**config.mk**
```make
export PLATFORM = sky130hd
export DESIGN_NAME = tm_sr_dpr_sched_flat
export DESIGN_NICKNAME = d
export VERILOG_FILES = /design/src/rtl/tm_sr_dpr_sched_pkg.sv /design/src/rtl/tm_sr_dpr_sched_if.sv /design/src/rtl/tm_sr_dpr_sched_prio_arb3.sv /design/src/rtl/tm_sr_dpr_sched.sv /design/src/flat_wrapper.sv
export SDC_FILE = /design/constraint.sdc
export NUM_CORES = 1
export LEC_CHECK = 0
export BUFFER_PORTS_ARGS = -buffer_cell sky130_fd_sc_hd__buf_2
export CELL_PAD_IN_SITES_DETAIL_PLACEMENT = 0
export CELL_PAD_IN_SITES_GLOBAL_PLACEMENT = 2
export CORE_MARGIN = 2
export CORE_UTILIZATION = 31
export CTS_CLUSTER_DIAMETER = 200
export CTS_CLUSTER_SIZE = 8
export DETAILED_ROUTE_END_ITERATION = 12
export HOLD_SLACK_MARGIN = 0.02
export PLACE_DENSITY = 0.7
export SETUP_SLACK_MARGIN = 0.1
export SYNTH_ARGS = -nofsm -noshare
export SYNTH_HDL_FRONTEND = slang
export SYNTH_SLANG_ARGS = --single-unit
```
**constraint.sdc**
```tcl
create_clock -name clk -period 1.95 [get_ports clk]
set_clock_uncertainty 0.15 [all_clocks]
set_input_delay 0.0975 -clock clk [delete_from_list [all_inputs] [get_ports clk]]
set_output_delay 0.0975 -clock clk [all_outputs]
set_load 0.03 [all_outputs]
```
**src/rtl/tm_sr_dpr_sched_pkg.sv**
```systemverilog
// tm_sr_dpr_sched_pkg: shared grant bit indices, FSM states and default timing for the scheduler
package tm_sr_dpr_sched_pkg;
    localparam int TX_TM = 0;
    localparam int TX_SR = 1;
    localparam int TX_DPR = 2;
    localparam int GAP_DEF = 4;
    localparam int TIMEOUT_DEF = 1024;
    localparam int CNT_W_DEF = 11;
    typedef enum logic [1:0] {S_IDLE, S_SEND, S_GAP} state_t;
endpackage

```
**src/rtl/tm_sr_dpr_sched_if.sv**
```systemverilog
// tm_sr_dpr_sched_if: request/grant bundle between the message sources and the scheduler
interface tm_sr_dpr_sched_if;
    logic en, tm_req, sr_req, dpr_req, msg_end, busy, timeout;
    logic [2:0] tx_state, pending, ovr;
    modport master (output en, tm_req, sr_req, dpr_req, msg_end,
                    input tx_state, busy, pending, ovr, timeout);
    modport slave (input en, tm_req, sr_req, dpr_req, msg_end,
                   output tx_state, busy, pending, ovr, timeout);
endinterface

```
**src/rtl/tm_sr_dpr_sched_prio_arb3.sv**
```systemverilog
// tm_sr_dpr_sched_prio_arb3: combinational fixed-priority one-hot picker, bit 0 highest
module tm_sr_dpr_sched_prio_arb3 (
    input  logic [2:0] in,
    output logic [2:0] gnt
);
    assign gnt = {in[2] & ~|in[1:0], in[1] & ~in[0], in[0]};
endmodule

```
**src/rtl/tm_sr_dpr_sched.sv**
```systemverilog
// tm_sr_dpr_sched: grants one TM/SR/DPR message at a time with watchdog and forced idle gap
module tm_sr_dpr_sched
    import tm_sr_dpr_sched_pkg::*;
#(
    parameter int GAP_CYCLES = GAP_DEF,
    parameter int TIMEOUT_CYCLES = TIMEOUT_DEF,
    parameter int CNT_W = CNT_W_DEF
) (
    input logic clk,
    input logic rst_n,
    tm_sr_dpr_sched_if.slave bus
);
    localparam int GAP_N = (GAP_CYCLES < 1) ? 1 : GAP_CYCLES;
    state_t state, state_nx;
    logic [2:0] req, gnt, clr, tx_state, tx_nx, pending, pend_nx, ovr, ovr_nx;
    logic [CNT_W-1:0] cnt, cnt_nx;
    logic timeout, to_nx;
    assign req[TX_TM] = bus.tm_req;
    assign req[TX_SR] = bus.sr_req;
    assign req[TX_DPR] = bus.dpr_req;
    tm_sr_dpr_sched_prio_arb3 u_arb (.in(pending), .gnt(gnt));
    always_ff @(posedge clk or negedge rst_n)
        if (!rst_n) begin
            state <= S_IDLE;
            tx_state <= '0;
            pending <= '0;
            ovr <= '0;
            timeout <= 1'b0;
            cnt <= '0;
        end else begin
            state <= state_nx;
            tx_state <= tx_nx;
            pending <= pend_nx;
            ovr <= ovr_nx;
            timeout <= to_nx;
            cnt <= cnt_nx;
        end
    always_comb begin
        state_nx = state;
        tx_nx = tx_state;
        cnt_nx = cnt;
        to_nx = 1'b0;
        clr = '0;
        case (state)
            S_IDLE:
                if (bus.en && |pending) begin
                    clr = gnt;
                    tx_nx = gnt;
                    cnt_nx = '0;
                    state_nx = S_SEND;
                end
            S_SEND: begin
                cnt_nx = cnt + 1'b1;
                // msg_end takes precedence over a watchdog expiry in the same clock
                if (bus.msg_end || cnt == CNT_W'(TIMEOUT_CYCLES - 1)) begin
                    to_nx = ~bus.msg_end;
                    tx_nx = '0;
                    cnt_nx = '0;
                    state_nx = S_GAP;
                end
            end
            S_GAP: begin
                cnt_nx = cnt + 1'b1;
                if (cnt == CNT_W'(GAP_N - 1)) begin
                    cnt_nx = '0;
                    state_nx = S_IDLE;
                end
            end
            default: begin
                tx_nx = '0;
                cnt_nx = '0;
                state_nx = S_IDLE;
            end
        endcase
        // a new strobe on the bit being granted re-pends without flagging overrun
        pend_nx = (pending & ~clr) | req;
        ovr_nx = req & pending & ~clr;
    end
    assign bus.tx_state = tx_state;
    assign bus.pending = pending;
    assign bus.ovr = ovr;
    assign bus.timeout = timeout;
    assign bus.busy = state != S_IDLE;
endmodule

```
**src/flat_wrapper.sv**
```systemverilog
// flat-port wrapper written by rule: the top's interface ports become plain ports
module tm_sr_dpr_sched_flat import tm_sr_dpr_sched_pkg::*;
#(
    parameter int GAP_CYCLES = GAP_DEF,
    parameter int TIMEOUT_CYCLES = TIMEOUT_DEF,
    parameter int CNT_W = CNT_W_DEF
)
  (clk, rst_n, bus_en, bus_tm_req, bus_sr_req, bus_dpr_req, bus_msg_end, bus_tx_state, bus_busy, bus_pending, bus_ovr, bus_timeout);
  tm_sr_dpr_sched_if bus_i ();
  input logic clk;
  input logic rst_n;
  input wire logic [$bits(bus_i.en)-1:0] bus_en;
  input wire logic [$bits(bus_i.tm_req)-1:0] bus_tm_req;
  input wire logic [$bits(bus_i.sr_req)-1:0] bus_sr_req;
  input wire logic [$bits(bus_i.dpr_req)-1:0] bus_dpr_req;
  input wire logic [$bits(bus_i.msg_end)-1:0] bus_msg_end;
  output wire logic [$bits(bus_i.tx_state)-1:0] bus_tx_state;
  output wire logic [$bits(bus_i.busy)-1:0] bus_busy;
  output wire logic [$bits(bus_i.pending)-1:0] bus_pending;
  output wire logic [$bits(bus_i.ovr)-1:0] bus_ovr;
  output wire logic [$bits(bus_i.timeout)-1:0] bus_timeout;
  assign bus_i.en = bus_en;
  assign bus_i.tm_req = bus_tm_req;
  assign bus_i.sr_req = bus_sr_req;
  assign bus_i.dpr_req = bus_dpr_req;
  assign bus_i.msg_end = bus_msg_end;
  assign bus_tx_state = bus_i.tx_state;
  assign bus_busy = bus_i.busy;
  assign bus_pending = bus_i.pending;
  assign bus_ovr = bus_i.ovr;
  assign bus_timeout = bus_i.timeout;
  tm_sr_dpr_sched #(.GAP_CYCLES(GAP_CYCLES), .TIMEOUT_CYCLES(TIMEOUT_CYCLES), .CNT_W(CNT_W)) u_core (.clk(clk), .rst_n(rst_n), .bus(bus_i));
endmodule
```
==> out/qor.csv, run 1 <==
stage,metric,value,unit
pwr,combinational fraction of design power,52.9,%
detailed_routing,WL/cell,14.0,um
clock_network,Skew-Pair Late Insertion Delay,0.27,ns
timing,time the final worst path needs with I/O delays and setup,2.13,ns
global_route,GRT Residual Overflow,0,
worst_setup_path,cells on worst reg2reg path,5,
pwr,clock network power share,16.4,%
logic_synthesis,fraction of registers with async set/reset,100,%
worst_setup_path,register-to-register setup slack,-0.18,ns
logic_synthesis,sequential-to-total area share from yosys stat,46.1,%
placement,count of placed standard cells including taps,213,
timing,setup violation total in the final timing report,13,
clock_network,clock transition at the registers of the reported paths,0.09,ns
logic_synthesis,Synth Instances,126,
pwr,Net Sw Power,746,uW
timing,headroom to the max-slew limit,63.0,%
timing,unrepaired setup endpoints after global routing,yes,
worst_setup_path,critical path data arrival time,2.12,ns
logic_synthesis,post-synthesis cell type count,40,
pwr,worst-case vdd ir drop,0.000601,V
detailed_routing,Avg Vias per Cell,5.13,
pwr,Power Dens Cells,1080,nW/um^2
global_route,initial antenna violation count,0,
logic_synthesis,library cell occupying the most area in the post-synthesis netlist,sky130_fd_sc_hd__dfrtp_1,
layout,final net count,189,
detailed_routing,first-iteration detailed-routing DRC count,73,
floorplanning,Top Ports,18,
job,max-cap viol count,0,
layout,proportion of layout cells with a drive suffix above 1,32.8,%
run_status,failing checks,setup timing,
floorplanning,Total Die Area,4550,um^2
logic_synthesis,top-area cell type share of the netlist area,46.1,%
timing,final-report max-slew violation count,0,
global_route,maximum number of pins on one net before global-route repair,24,
layout,Synth-to-Final Area Change,38.4,%
clock_network,TritonCTS clock tree,done,
layout,count of antenna diodes in the layout,0,
worst_setup_path,Crit. Startpoint,u_core.cnt[4],
logic_synthesis,Synth Register Bits,23,
timing,period utilization,109,%
pwr,Sequential Power Share,30.7,%
worst_setup_path,"Req. time, crit path",1.94,ns
layout,"top library cells by usage in the layout, fill and taps aside","sky130_fd_sc_hd__buf_4 (28), sky130_fd_sc_hd__dfrtp_1 (23), sky130_fd_sc_hd__nand2_1 (21)",
detailed_routing,drt total wl,3190,um
layout,most common library cell in the layout ignoring fill and taps,sky130_fd_sc_hd__buf_4,
placement,PortBufs,17,
layout,share of the core filled with cells in the final layout,43.8,%
logic_synthesis,Mapped Area,1250,um^2
timing,Achievable Freq,470,MHz
placement,detailed placer's ending HPWL,2400,um
min_path,HP Class,in2async,
worst_setup_path,kind of critical path,reg2reg,
global_route,number of global-route vias before repair,1107,
detailed_routing,First-pass DRT Iterations,4,
worst_setup_path,worst reg2reg path startpoint,u_core.cnt[4],
clock_network,number of H-tree levels,1,
floorplanning,FP Rows,23,
placement,GP Congestion,0.864,
worst_setup_path,CP endpoint,u_core.cnt[5],
clock_network,root buffer selected by CTS,sky130_fd_sc_hd__clkbuf_8,
logic_synthesis,number of enable-type register cells in the synthesized netlist,0,
floorplanning,starting density of the core,31.6,%
clock_network,CTS sink cnt,23,
layout,final standard cell count with taps included and fillers excluded,227,
run_status,run status,"finished, violations left",
logic_synthesis,Area contributors post-synth,"sky130_fd_sc_hd__dfrtp_1 (46%), sky130_fd_sc_hd__nand2_1 (6.3%), sky130_fd_sc_hd__o2111ai_1 (4.2%)",
pwr,Int Pwr,1.13,mW
clock_network,CTS Buf Count,3,
clock_network,maximum clock path buffer count,2,
detailed_routing,residual DRC count,0,
detailed_routing,Post-DRT Antenna Nets,0,
timing,worst hold margin,0.191,ns
worst_setup_path,end of the worst register-to-register path,u_core.cnt[5],
pwr,switching power as a share of total power,39.9,%
worst_setup_path,Worst setup EP type,flip-flop,
worst_setup_path,highest net fanout along the worst path,7,
global_route,global router's overall resource usage,15.4,%
timing,"crit path setup slack, layout",-0.179,ns
timing,final-layout setup total negative slack,-1.67,ns
floorplanning,Horiz. Die Dim,67.4,um
logic_synthesis,synthesized area per cell,9.90,um^2
logic_synthesis,number of nets in the synthesized netlist,137,
timing,number of endpoints with negative hold slack in the final report,0,
timing,Slew @ Worst Pin,0.554,ns
placement,Placement Setup Slack,-0.140,ns
floorplanning,vertical extent of the die,67.4,um
logic_synthesis,Post-synth top flop,sky130_fd_sc_hd__dfrtp_1,
floorplanning,area of the core region,3940,um^2
logic_synthesis,number of warnings printed during yosys synthesis,0,
worst_setup_path,type of element launching the critical path,flip-flop,
global_route,first-pass GRT wire length,5230,um
detailed_routing,vias after detailed routing,1165,
pwr,leak pwr,0.783,nW
==> flip-flops by register name, indices dropped and copies added, names as in the netlist <==
signal / cells
u_core.bus.timeout: 1
u_core.cnt: 11
u_core.state: 2
u_core.bus.pending: 3
u_core.bus.ovr: 3
u_core.bus.tx_state: 3
==> per-stage QoR <==
step / power (mW) / area (um^2)
2_1_floorplan: 1.17 / 1260
3_3_place_gp: 1.50 / 1580
3_5_place_dp: 1.52 / 1580
4_1_cts: 1.89 / 1720
5_1_grt: 2.00 / 1730
6_report: 1.87 / 1730
==> critical path, stage by stage (launching register included) <==
cell	delay, ns
sky130_fd_sc_hd__dfrtp_1	0.40
sky130_fd_sc_hd__or4_1	0.52
sky130_fd_sc_hd__o31a_1	0.39
sky130_fd_sc_hd__buf_12	0.18
sky130_fd_sc_hd__o21ai_4	0.21
sky130_fd_sc_hd__o221ai_1	0.15
==> repair_timing <==
item                                    CTS  global route
setup buffers                             3             1
cloned                                    0             0
endpoints found under the setup margin   15            16
hold buffers                              6             0
gates resized for setup                   3             0
pin swaps                                 6             7
endpoints found under the hold margin    30             0
==> synth_stat cells (4+ instances only) <==
library cell / count
sky130_fd_sc_hd__and3_1: 5
sky130_fd_sc_hd__nand3_1: 5
sky130_fd_sc_hd__o211ai_1: 6
sky130_fd_sc_hd__nand2_1: 21
sky130_fd_sc_hd__o2111ai_1: 6
sky130_fd_sc_hd__o21ai_0: 6
sky130_fd_sc_hd__ha_1: 4
sky130_fd_sc_hd__clkbuf_1: 4
sky130_fd_sc_hd__dfrtp_1: 23
sky130_fd_sc_hd__inv_1: 6
==> power groups by stage <==
stage | registers (mW) | logic (mW) | clock network, mW
after global routing | 0.586 | 1.07 | 0.339
final | 0.575 | 0.989 | 0.307
after CTS | 0.575 | 1.00 | 0.314
after floorplan | 0.659 | 0.509 | 0
after global placement | 0.580 | 0.922 | 0
after detailed placement | 0.584 | 0.940 | 0
==> layout make-up <==
| class | instances | area, um^2 |
|---|---|---|
| clock buffer | 4 | 45.0 |
| fill | 381 | 2220 |
| inverter | 6 | 22.5 |
| multi-input combinational | 91 | 634 |
| sequential | 23 | 576 |
| tap | 50 | 62.6 |
| timing repair buffer | 53 | 387 |
==> layer usage <==
layer / global-route usage (%) / routed length (um) / vias up
met4: 4.59 / 19 / 0
met2: 28.1 / 1680 / 21
met5: 0 / 0 / -
li1: - / - / 570
met1: 18.7 / 1400 / 572
met3: 2.33 / 91 / 2
==> cells by family (layout without fill, tap and decap cells) <==
kind of cell | Yosys count | after routing | synth area share (%)
AND/OR/NAND/NOR | 53 | 53 | 23.4
flip-flops | 23 | 23 | 46.1
adder cells (fa/ha/maj) | 4 | 4 | 4.01
AO/OA/AOI/OAI | 30 | 30 | 18.7
multiplexers | 4 | 4 | 3.51
buffers and inverters | 12 | 63 | 4.31
==> worst min-delay path by stage <==
stage,to,start,slack [ns]
2_1_floorplan,u_core.bus.ovr[0],rst_n,-0.35
3_3_place_gp,u_core.bus.timeout,rst_n,-0.03
3_5_place_dp,u_core.cnt[9],rst_n,-0.04
4_1_cts,u_core.bus.timeout,rst_n,0.21
5_1_grt,u_core.cnt[9],rst_n,0.24
6_report,u_core.cnt[9],rst_n,0.19
No activity file was read; power rests on OpenSTA's default activity.
==> inputs of run 2 (changes only) <==
--- a/config.mk
+++ b/config.mk
@@ -9,12 +9,13 @@
 export CELL_PAD_IN_SITES_DETAIL_PLACEMENT = 0
 export CELL_PAD_IN_SITES_GLOBAL_PLACEMENT = 2
 export CORE_MARGIN = 2
-export CORE_UTILIZATION = 31
+export CORE_UTILIZATION = 38
 export CTS_CLUSTER_DIAMETER = 200
 export CTS_CLUSTER_SIZE = 8
 export DETAILED_ROUTE_END_ITERATION = 12
-export HOLD_SLACK_MARGIN = 0.02
-export PLACE_DENSITY = 0.7
+export HOLD_SLACK_MARGIN = 0.15
+export PLACE_DENSITY = 0.8
+export RECOVER_POWER = 50
 export SETUP_SLACK_MARGIN = 0.1
 export SYNTH_ARGS = -nofsm -noshare
 export SYNTH_HDL_FRONTEND = slang
==> constraint.sdc (replaced) <==
create_clock -name clk -period 2.73 [get_ports clk]
set_clock_uncertainty 0.15 [all_clocks]
set_input_delay 0.1365 -clock clk [delete_from_list [all_inputs] [get_ports clk]]
set_output_delay 0.1365 -clock clk [all_outputs]
set_load 0.03 [all_outputs]
==> out/qor.csv, run 2 (synthesized netlist as in run 1, its figures left out) <==
stage,metric,value,unit
run_status,run status,completed,
worst_setup_path,critical path data arrival time,2.41,ns
floorplanning,FP Rows,20,
worst_setup_path,end of the worst register-to-register path,u_core.cnt[5],
detailed_routing,met2 layer wire length in the routed design,1280,um
worst_setup_path,cell at the slowest stage of the critical path,sky130_fd_sc_hd__or4_1,
global_route,first-pass GRT wire length,4610,um
layout,"Design Area, Final",1490,um^2
layout,max reg flops,11,
layout,fillcell total,314,
global_route,maximum number of pins on one net before global-route repair,24,
global_route,global router's overall resource usage,16.8,%
layout,count of antenna diodes in the layout,0,
timing,unrepaired setup endpoints after global routing,no,
timing,Achievable Freq,421,MHz
floorplanning,Top Ports,18,
floorplanning,starting density of the core,40.5,%
worst_setup_path,highest net fanout along the worst path,11,
timing,setup violation total in the final timing report,0,
layout,most common library cell in the layout ignoring fill and taps,sky130_fd_sc_hd__dfrtp_1,
worst_setup_path,register-to-register setup slack,0.35,ns
clock_network,TritonCTS clock tree,done,
clock_network,number of H-tree levels,1,
clock_network,clock transition at the registers of the reported paths,0.13,ns
clock_network,post-cts resize count,0,
worst_setup_path,kind of critical path,reg2reg,
timing,headroom to the max-slew limit,15.9,%
min_path,count of cells along the worst hold path,1,
layout,final standard cell count with taps included and fillers excluded,197,
pwr,worst-case vdd ir drop,0.000337,V
worst_setup_path,Worst setup EP type,flip-flop,
worst_setup_path,worst reg2reg path startpoint,u_core.cnt[4],
min_path,HP Class,reg2reg,
placement,PortBufs,17,
worst_setup_path,worst path cell trace,or4_1 > o31a_1 > o211ai_1 > o221ai_1,
detailed_routing,residual DRC count,0,
layout,most flop-heavy register,u_core.cnt,
floorplanning,Total Die Area,3760,um^2
layout,share of the core filled with cells in the final layout,48.3,%
timing,period utilization,87.1,%
clock_network,CTS sink cnt,23,
detailed_routing,routed length on met3,96,um
clock_network,root buffer selected by CTS,sky130_fd_sc_hd__clkbuf_4,
floorplanning,area of the core region,3080,um^2
global_route,number of global-route vias before repair,976,
detailed_routing,First-pass DRT Iterations,4,
clock_network,maximum clock path buffer count,2,
timing,time the final worst path needs with I/O delays and setup,2.38,ns
timing,number of endpoints with negative hold slack in the final report,0,
pwr,power consumption,1.10,mW
placement,cell area after placement,1380,um^2
layout,proportion of layout cells with a drive suffix above 1,14.4,%
placement,detailed placer's ending HPWL,1920,um
global_route,GRT Residual Overflow,0,
pwr,leak pwr,0.611,nW
placement,Placement Setup Slack,0.374,ns
detailed_routing,Avg Vias per Cell,5.35,
detailed_routing,met1 layer wirelength in the final routing,1340,um
worst_setup_path,cells on worst reg2reg path,4,
detailed_routing,drt total wl,2730,um
worst_setup_path,delay of the slowest critical-path stage,0.54,ns
global_route,initial antenna violation count,0,
clock_network,CTS Buf Count,3,
job,max-cap viol count,0,
clock_network,Skew-Pair Late Insertion Delay,0.31,ns
placement,count of placed standard cells including taps,184,
floorplanning,vertical extent of the die,61.3,um
timing,final-layout setup total negative slack,0,ns
timing,final-report max-slew violation count,0,
timing,Slew @ Worst Pin,1.26,ns
detailed_routing,highest metal layer used by the detailed router,met4,
min_path,launch instance of the worst min-delay path,u_core.bus.tx_state[2],
pwr,Power Dens Cells,736,nW/um^2
detailed_routing,Post-DRT Antenna Nets,0,
layout,final net count,165,
layout,Synth-to-Final Area Change,19.3,%
detailed_routing,WL/cell,13.9,um
layout,"top library cells by usage in the layout, fill and taps aside","sky130_fd_sc_hd__dfrtp_1 (23), sky130_fd_sc_hd__nand2_1 (21), sky130_fd_sc_hd__buf_2 (11)",
placement,GP Congestion,0.815,
worst_setup_path,"Req. time, crit path",2.76,ns
floorplanning,Horiz. Die Dim,61.3,um
worst_setup_path,type of element launching the critical path,flip-flop,
timing,"crit path setup slack, layout",0.352,ns
timing,worst hold margin,0.384,ns
detailed_routing,vias after detailed routing,1054,
min_path,capture endpoint of the worst hold path,u_core.bus.tx_state[2],
detailed_routing,first-iteration detailed-routing DRC count,30,
==> run 2: cell types whose count changed in the layout (fill, tap and decap cells not counted), sizes merged <==
cell | previous run | this run
buf | 47 | 14
clkbuf | 4 | 10
dlygate4sd3 | 6 | 9
==> run 2: final cells by class <==
class                      count  area (um^2)  share of cell area, %
tap                           44         55.1                   3.70
multi-input combinational     91          618                   41.5
timing repair buffer          29          190                   12.8
inverter                       6         22.5                   1.51
sequential                    23          576                   38.7
clock buffer                   4         26.3                   1.77
==> run 2: what timing repair did <==
item | CTS | global route
hold buffers | 9 | 0
buffers inserted | 0 | 0
endpoints found under the hold margin | 30 | 0
==> run 2: worst max path at each step <==
| stage | start | endpoint | slack, ns | depth (start not counted) |
|---|---|---|---|---|
| floorplan | u_core.cnt[4] | u_core.state[1] | 0.65 | 5 |
| global placement | u_core.cnt[4] | u_core.cnt[9] | 0.40 | 4 |
| detailed placement | u_core.cnt[4] | u_core.cnt[8] | 0.37 | 4 |
| CTS | u_core.cnt[4] | u_core.cnt[8] | 0.35 | 4 |
| global route | u_core.cnt[4] | u_core.cnt[8] | 0.19 | 4 |
| finish | u_core.cnt[4] | u_core.cnt[5] | 0.35 | 4 |
==> run 2: worst max-delay path: cells and delay by family (launching register included) <==
family | cells | cell delay (ns)
flops | 1 | 0.47
compound gates | 3 | 1.08
simple gates | 1 | 0.54
==> run 2: per-layer routing <==
layer | track usage (%) | up-vias
met4 | 4.04 | 0
met3 | 4.20 | 2
met5 | 0 | -
met1 | 24.5 | 504
met2 | 25.2 | 22
li1 | - | 526
==> run 2: report_power, final <==
part	leakage, nW	switching [mW]	internal (mW)
combinational	0.301	0.334	0.181
clock	0.0150	0.103	0.0571
sequential	0.295	0.0350	0.386
==> inputs of run 3 (changes only) <==
--- a/config.mk
+++ b/config.mk
@@ -8,13 +8,14 @@
 export BUFFER_PORTS_ARGS = -buffer_cell sky130_fd_sc_hd__buf_2
 export CELL_PAD_IN_SITES_DETAIL_PLACEMENT = 0
 export CELL_PAD_IN_SITES_GLOBAL_PLACEMENT = 2
+export CORE_ASPECT_RATIO = 1.25
 export CORE_MARGIN = 2
 export CORE_UTILIZATION = 38
 export CTS_CLUSTER_DIAMETER = 200
 export CTS_CLUSTER_SIZE = 8
 export DETAILED_ROUTE_END_ITERATION = 12
 export HOLD_SLACK_MARGIN = 0.15
-export PLACE_DENSITY = 0.8
+export PLACE_DENSITY = 0.93
 export RECOVER_POWER = 50
 export SETUP_SLACK_MARGIN = 0.1
 export SYNTH_ARGS = -nofsm -noshare
==> out/qor.csv, run 3 (synthesized netlist as in run 1, its figures left out) <==
stage,metric,value,unit
run_status,run status,completed,
floorplanning,Horiz. Die Dim,55.2,um
placement,detailed placer's ending HPWL,1960,um
layout,final standard cell count with taps included and fillers excluded,189,
layout,max reg flops,11,
clock_network,TritonCTS clock tree,done,
timing,final-report max-slew violation count,0,
detailed_routing,first-iteration detailed-routing DRC count,24,
global_route,GRT Residual Overflow,0,
clock_network,CTS Buf Count,3,
detailed_routing,highest metal layer used by the detailed router,met4,
clock_network,maximum clock path buffer count,2,
timing,final-layout setup total negative slack,0,ns
layout,most flop-heavy register,u_core.cnt,
placement,GP Congestion,0.895,
layout,"top library cells by usage in the layout, fill and taps aside","sky130_fd_sc_hd__dfrtp_1 (23), sky130_fd_sc_hd__nand2_1 (21), sky130_fd_sc_hd__buf_2 (11)",
floorplanning,FP Rows,23,
timing,Slew @ Worst Pin,1.22,ns
detailed_routing,met2 layer wire length in the routed design,1360,um
job,max-cap viol count,0,
pwr,leak pwr,0.617,nW
timing,setup violation total in the final timing report,0,
timing,"crit path setup slack, layout",0.344,ns
clock_network,Skew-Pair Late Insertion Delay,0.26,ns
global_route,maximum number of pins on one net before global-route repair,24,
pwr,Power Dens Cells,768,nW/um^2
pwr,worst-case vdd ir drop,0.000647,V
timing,number of endpoints with negative hold slack in the final report,0,
clock_network,root buffer selected by CTS,sky130_fd_sc_hd__clkbuf_8,
layout,share of the core filled with cells in the final layout,47.0,%
detailed_routing,residual DRC count,0,
detailed_routing,Avg Vias per Cell,5.65,
worst_setup_path,Worst setup EP type,flip-flop,
floorplanning,Top Ports,18,
timing,Achievable Freq,419,MHz
layout,most common library cell in the layout ignoring fill and taps,sky130_fd_sc_hd__dfrtp_1,
worst_setup_path,register-to-register setup slack,0.34,ns
min_path,HP Class,reg2reg,
detailed_routing,routed length on met3,137,um
detailed_routing,drt total wl,2740,um
placement,count of placed standard cells including taps,177,
detailed_routing,First-pass DRT Iterations,6,
worst_setup_path,type of element launching the critical path,flip-flop,
layout,proportion of layout cells with a drive suffix above 1,14.5,%
global_route,initial antenna violation count,0,
timing,period utilization,87.4,%
min_path,count of cells along the worst hold path,1,
floorplanning,area of the core region,3170,um^2
worst_setup_path,highest net fanout along the worst path,11,
layout,Synth-to-Final Area Change,19.3,%
layout,count of antenna diodes in the layout,0,
global_route,global router's overall resource usage,15.7,%
timing,unrepaired setup endpoints after global routing,no,
clock_network,clock transition at the registers of the reported paths,0.08,ns
timing,worst hold margin,0.369,ns
placement,PortBufs,17,
layout,final net count,164,
clock_network,post-cts resize count,0,
detailed_routing,vias after detailed routing,1067,
floorplanning,vertical extent of the die,68.1,um
clock_network,number of H-tree levels,1,
timing,time the final worst path needs with I/O delays and setup,2.39,ns
global_route,number of global-route vias before repair,1038,
timing,headroom to the max-slew limit,18.3,%
placement,Placement Setup Slack,0.409,ns
worst_setup_path,kind of critical path,reg2reg,
worst_setup_path,critical path data arrival time,2.35,ns
floorplanning,Total Die Area,3760,um^2
worst_setup_path,cells on worst reg2reg path,4,
detailed_routing,WL/cell,14.5,um
worst_setup_path,"Req. time, crit path",2.69,ns
global_route,first-pass GRT wire length,4620,um
detailed_routing,Post-DRT Antenna Nets,0,
detailed_routing,met1 layer wirelength in the final routing,1180,um
clock_network,CTS sink cnt,23,
floorplanning,starting density of the core,39.4,%
-- run 3: final cells by class --
class	count	area [um^2]
clock buffer	4	45.0
fill	317	1680
inverter	6	22.5
multi-input combinational	91	618
sequential	23	576
tap	37	46.3
timing repair buffer	28	180
-- run 3: path summary, 6_finish.rpt --
kind,start,to
min in group asynchronous,rst_n,u_core.bus.timeout
max in group asynchronous,rst_n,u_core.bus.ovr[0]
worst min-delay path,u_core.bus.tx_state[2],u_core.bus.tx_state[2]
worst min register to register,u_core.bus.tx_state[2],u_core.bus.tx_state[2]
worst max-delay path,u_core.cnt[4],u_core.cnt[8]
worst max register to register,u_core.cnt[4],u_core.cnt[8]
-- run 3: metrics by stage --
step	instance area (um^2)	power, mW
floorplan	1250	0.803
detailed placement	1370	0.931
global placement	1370	0.919
finish	1490	1.14
global route	1490	1.22
CTS	1500	1.16
-- run 3: worst max-delay path: stages, from the launching register on --
cell and delay, ns:
sky130_fd_sc_hd__dfrtp_1 0.45, sky130_fd_sc_hd__or4_1 0.56, sky130_fd_sc_hd__o31a_1 0.47, sky130_fd_sc_hd__o211ai_1 0.41
sky130_fd_sc_hd__o311ai_0 0.20
-- run 3: timing repair --
action                    CTS  global route
setup buffers               0             0
hold buffers                8             0
hold endpoints to repair   30             0
-- run 3: power breakdown --
part / internal, mW / switching, mW / leakage (nW)
Sequential: 0.386 / 0.0330 / 0.295
Clock: 0.104 / 0.105 / 0.0228
Combinational: 0.182 / 0.332 / 0.299
Total: 0.672 / 0.470 / 0.617
-- run 3: per-layer routing --
metal  up-vias  track usage (%)
met3         8             2.08
met4         0             8.84
met5         -                0
met2        36             28.6
met1       500             18.0
li1        523                -
